### config.mk
export PLATFORM = sky130hd
export DESIGN_NAME = alu_issue_stage
export DESIGN_NICKNAME = d
export VERILOG_FILES = /design/src/rtl/alu_issue_stage.sv
export SDC_FILE = /design/constraint.sdc
export NUM_CORES = 2
export LEC_CHECK = 0
export ABC_AREA = 0
export CORE_AREA = 2 2 428 430
export CTS_CLUSTER_DIAMETER = 120
export CTS_CLUSTER_SIZE = 16
export DETAILED_ROUTE_END_ITERATION = 7
export DIE_AREA = 0 0 430 432
export PLACE_DENSITY_LB_ADDON = 0.3
export SLEW_MARGIN = 20
export SYNTH_ARGS = -nofsm -noshare
export SYNTH_HDL_FRONTEND = slang
export SYNTH_SLANG_ARGS = --single-unit
### constraint.sdc
create_clock -name clk -period 6.2 [get_ports clk]
set_input_delay 1.55 -clock clk [delete_from_list [all_inputs] [get_ports clk]]
set_output_delay 1.55 -clock clk [all_outputs]
set_load 0.01 [all_outputs]
### src/rtl/alu_issue_stage.sv
// Decode/issue front end for alu_top: two-stage D/E pipeline with E-to-D
// forwarding, 32-entry register file and registered ALU operand/field drive.
module alu_issue_stage #(
  parameter int WIDTH = 32
) (
  input  logic             clk,
  input  logic             rst,
  input  logic             instr_valid,
  input  logic [31:0]      instr,
  output logic             instr_ready,
  input  logic             stall,
  output logic [WIDTH-1:0] alu_rs1,
  output logic [WIDTH-1:0] alu_rs2,
  output logic [6:0]       alu_opcode,
  output logic [2:0]       alu_funct3,
  output logic [6:0]       alu_funct7,
  output logic [11:0]      alu_imm,
  output logic [4:0]       alu_shamt,
  input  logic [WIDTH-1:0] alu_rd,
  output logic             wb_valid,
  output logic [4:0]       wb_addr,
  output logic [WIDTH-1:0] wb_data,
  output logic             illegal,
  output logic [31:0]      retire_count,
  input  logic [4:0]       dbg_addr,
  output logic [WIDTH-1:0] dbg_data
);

  localparam logic [6:0] OPC_OP     = 7'b0110011;
  localparam logic [6:0] OPC_OP_IMM = 7'b0010011;

  logic [WIDTH-1:0] r_regfile [32];

  logic             r_e_valid;
  logic [4:0]       r_e_rd;
  logic [WIDTH-1:0] r_rs1;
  logic [WIDTH-1:0] r_rs2;
  logic [6:0]       r_opcode;
  logic [2:0]       r_funct3;
  logic [6:0]       r_funct7;
  logic [11:0]      r_imm;
  logic [4:0]       r_shamt;
  logic             r_wb_valid;
  logic [4:0]       r_wb_addr;
  logic [WIDTH-1:0] r_wb_data;
  logic             r_illegal;
  logic [31:0]      r_retire_count;

  logic [6:0]       w_opcode;
  logic [4:0]       w_rd;
  logic [4:0]       w_rs1_idx;
  logic [4:0]       w_rs2_idx;
  logic             w_legal;
  logic             w_accept;
  logic             w_commit;
  logic             w_fwd_ok;
  logic [WIDTH-1:0] w_rs1_val;
  logic [WIDTH-1:0] w_rs2_val;

  assign w_opcode  = instr[6:0];
  assign w_rd      = instr[11:7];
  assign w_rs1_idx = instr[19:15];
  assign w_rs2_idx = instr[24:20];
  assign w_legal   = (w_opcode == OPC_OP) || (w_opcode == OPC_OP_IMM);

  assign instr_ready = !stall && !rst;
  assign w_accept    = instr_valid && instr_ready;
  assign w_commit    = r_e_valid && !stall && (r_e_rd != 5'd0);
  assign w_fwd_ok    = r_e_valid && (r_e_rd != 5'd0);

  // Forward from the live ALU result so a same-edge commit never yields a stale read.
  always_comb begin
    w_rs1_val = r_regfile[w_rs1_idx];
    if (w_rs1_idx == 5'd0)
      w_rs1_val = '0;
    else if (w_fwd_ok && (w_rs1_idx == r_e_rd))
      w_rs1_val = alu_rd;
  end

  always_comb begin
    w_rs2_val = r_regfile[w_rs2_idx];
    if (w_rs2_idx == 5'd0)
      w_rs2_val = '0;
    else if (w_fwd_ok && (w_rs2_idx == r_e_rd))
      w_rs2_val = alu_rd;
  end

  always_ff @(posedge clk) begin
    if (rst) begin
      r_e_valid <= 1'b0;
      r_e_rd    <= '0;
      r_rs1     <= '0;
      r_rs2     <= '0;
      r_opcode  <= '0;
      r_funct3  <= '0;
      r_funct7  <= '0;
      r_imm     <= '0;
      r_shamt   <= '0;
    end else if (!stall) begin
      if (w_accept && w_legal) begin
        r_e_valid <= 1'b1;
        r_e_rd    <= w_rd;
        r_rs1     <= w_rs1_val;
        r_rs2     <= w_rs2_val;
        r_opcode  <= w_opcode;
        r_funct3  <= instr[14:12];
        r_funct7  <= instr[31:25];
        r_imm     <= instr[31:20];
        r_shamt   <= instr[24:20];
      end else begin
        r_e_valid <= 1'b0;
        r_e_rd    <= '0;
        r_rs1     <= '0;
        r_rs2     <= '0;
        r_opcode  <= '0;
        r_funct3  <= '0;
        r_funct7  <= '0;
        r_imm     <= '0;
        r_shamt   <= '0;
      end
    end
  end

  always_ff @(posedge clk) begin
    if (rst) begin
      for (int i = 0; i < 32; i++) r_regfile[i] <= '0;
    end else if (w_commit) begin
      r_regfile[r_e_rd] <= alu_rd;
    end
  end

  always_ff @(posedge clk) begin
    if (rst) begin
      r_wb_valid     <= 1'b0;
      r_wb_addr      <= '0;
      r_wb_data      <= '0;
      r_illegal      <= 1'b0;
      r_retire_count <= '0;
    end else begin
      r_wb_valid <= w_commit;
      if (w_commit) begin
        r_wb_addr <= r_e_rd;
        r_wb_data <= alu_rd;
      end
      r_illegal <= w_accept && !w_legal;
      if (r_e_valid && !stall)
        r_retire_count <= r_retire_count + 32'd1;
    end
  end

  assign alu_rs1      = r_rs1;
  assign alu_rs2      = r_rs2;
  assign alu_opcode   = r_opcode;
  assign alu_funct3   = r_funct3;
  assign alu_funct7   = r_funct7;
  assign alu_imm      = r_imm;
  assign alu_shamt    = r_shamt;
  assign wb_valid     = r_wb_valid;
  assign wb_addr      = r_wb_addr;
  assign wb_data      = r_wb_data;
  assign illegal      = r_illegal;
  assign retire_count = r_retire_count;
  assign dbg_data     = (dbg_addr == 5'd0) ? '0 : r_regfile[dbg_addr];

endmodule

==> results.cfg <==
[global_route]
grt.total_usage = 0.294
busiest_layer = met2
grtUsageMet2 = 0.458
groute.layer.met1.usage = 0.370
grt_max_degree = 103
antenna_found_initial = 28
use_met3 = 0.0795
grt_pass1_wl_mm = 386
overflow = 0
grt_pass1_vias = 49100

[job]
cap_viol_max_count = 0

[timing]
worstMarginPinSlew_ns = 1.11
finalCritPeriodShare = 0.959
finClkSkew_ns = 0.0511
slew_headroom = 0.257
maxClockFrequency_ghz = 0.168
fin_crit_ns = 5.95
slew_violations = 0
tns_ns = 0
setup_viol = 0
finalHoldViolations = 0
rsz0062_at_grt = false

[clock_network]
clkLatencyLatePin_ns = 0.78
clock-root-buffer = clkbuf_16
hold_buffers = 0
cts_resized = 0
clkTransAtPathRegs_ns = 0.07
ctsLongestPathBuffers = 3
cts_buffers = 86
cts_setup_buffers = 0
cts_tree = yes
h-tree-depth = 3
clock-sinks = 1187

[detailed_routing]
firstDrtPassIters = 6
vias = 49800
wl_mm = 277
detail-route-antenna-nets = 0
drc = 0
wire_per_inst_um = 37.5
via_per_inst = 6.74
drt_iter0_markers = 8048

[place]
port_buffers = 274
placed_cells = 7218
placed_area_um2 = 74600
hpwlAfterDp_mm = 167
gp_congestion = 0.915

[finish]
layout.nets = 4995
syn_to_final_growth_pct = 13.0
fin_util = 0.425
stdcell_area_um2 = 77200
layout-drive-gt1-share = 0.269
fillers = 16200
seq_area_um2 = 34000
multi_input_area_um2 = 32000
finalNonFillerCells = 7388

[min_path]
hold_class = reg -> reg
hold_path_depth = 2

[yosys]
netlist_area_um2 = 68400
syn_area_per_cell_um2 = 14.1
synth_area_leaders = edfxtp_1 45%, mux4_2 24%, and2_1 6.6%
synthCells = 4841
async_flop_share = 0
synth_top_area_frac = 0.450
ys_seq_elements = 1187
synth_edf_count = 1024
yosysWarningCount = 0
yosys_most_used_dff = edfxtp_1
post-synth-top-area-cell = edfxtp_1
synth_most_common_cell = edfxtp_1
yosysUniqueCellTypes = 54
ys_seq_area_frac = 0.498
synth_commonest_cells = 1024 x edfxtp_1, 731 x mux4_2, 722 x and2_1

[setup_path]
crit_path_cell_trace = buf_8, buf_4, mux4_2, mux4_2, inv_1, o21ai_0, clkdlybuf4s50_1
crit_path_end_kind = output pin
critical_path.most_common_cell = mux4_2
arrival_ns = 4.40
critPathKind = in -> out
reg2reg_depth = 8
worst_ep_required_time_ns = 4.65
worstPathMaxFanout = 37
worst_setup_path_start_kind = input port
cpPeakStageDelay_ns = 0.75
cp_slowest_cell = o21ai_0

[pwr]
peakVddDrop_uv = 201
power.density_nw_per_um2 = 225
intPower_mw = 12.7
switching_share = 0.271
power_frac_clock = 0.332
p_comb_frac = 0.144
seqPwrFrac = 0.524
p_leak_nw = 25.9
switching_power_mw = 4.71

[status]
status = completed

[floorplan]
dieArea_um2 = 186000
fp-row-count = 157
dieHeight_um = 432
pin_count = 275
core_um2 = 182000
start_util = 0.376
die_w_um = 430
[cells in the final DEF (no fill, tap or decap), types with 120 or more instances in the layout]
cell / Yosys / layout
nand2_1: 151 / 150
clkdlybuf4s50_1: 0 / 255
mux2_2: 142 / 142
edfxtp_1: 1024 / 1024
mux4_2: 731 / 731
o22ai_1: 120 / 120
dfxtp_1: 163 / 163
and2_1: 722 / 721
buf_4: 36 / 206
nor3_1: 325 / 325
mux2i_1: 139 / 139
[critical path, delay by kind of cell]
kind,cells,cell delay [ns]
buf+inv,4,1.53
mux,2,0.48
compound gates,1,0.75
[layer usage]
layer / share of wire / wire length, um
met5: 0.00028 / 78
met4: 0.068 / 18700
met3: 0.13 / 35000
met2: 0.46 / 127000
met1: 0.35 / 96100
[worst paths after layout]
| check | start | endpoint | slack [ns] |
|---|---|---|---|
| hold / removal | wb_data[21]$_SDFFE_PP0P_ | wb_data[21]$_SDFFE_PP0P_ | 0.46 |
| setup reg to reg | r_e_rd[4]$_SDFFE_PP0N_ | alu_rs1[13]$_SDFFE_PP0N_ | 2.37 |
| hold reg to reg | wb_data[21]$_SDFFE_PP0P_ | wb_data[21]$_SDFFE_PP0P_ | 0.46 |
| setup / recovery | dbg_addr[1] | dbg_data[19] | 0.25 |
[sequential cells by signal, indices dropped and copies added (netlist names)]
name / flops
wb_addr: 5
wb_valid: 1
illegal: 1
retire_count: 32
alu_funct7: 7
alu_rs1: 32
alu_funct3: 3
alu_rs2: 32
r_e_valid: 1
alu_opcode: 7
alu_imm: 5
r_e_rd: 5
wb_data: 32
r_regfile: 1024
[kinds of logic (layout without fill, tap and decap cells)]
family,Yosys count,in the layout,synth area share
compound gates,498,498,0.0524
xor+xnor,38,38,0.00487
fa+ha+maj,1,1,0.000183
buf+inv,627,750,0.0390
flops,1187,1187,0.498
mux,1012,1012,0.285
other cells,1,40,0.0000549
simple gates,1477,1477,0.121
[power by group through the flow]
stage                     Combinational (mW)  Clock [mW]  Sequential, mW
after global placement                  2.43           0            9.27
after global routing                    2.56        6.05            9.13
after CTS                               2.46        5.80            9.09
after detailed placement                2.45           0            9.27
after floorplan                         1.50           0            9.18
final                                   2.50        5.77            9.11
[per-stage QoR]
step	worst slack, ns	power [mW]	hold slack, ns
6_report	0.252	17.4	0.458
5_1_grt	0.183	17.7	0.472
4_1_cts	0.312	17.3	0.457
3_5_place_dp	0.328	11.7	0.445
3_3_place_gp	0.342	11.7	0.437
2_1_floorplan	1.19	10.7	0.457
[cell type report]
type	instances	share of cell area
Antenna cell	8	0.000259
Clock buffer	151	0.0313
Clock inverter	11	0.00196
Inverter	52	0.00253
Multi-Input combinational cell	3058	0.415
Sequential cell	1187	0.440
Tap cell	2385	0.0386
Timing Repair Buffer	536	0.0702
Power figures use the tool's default switching activity.
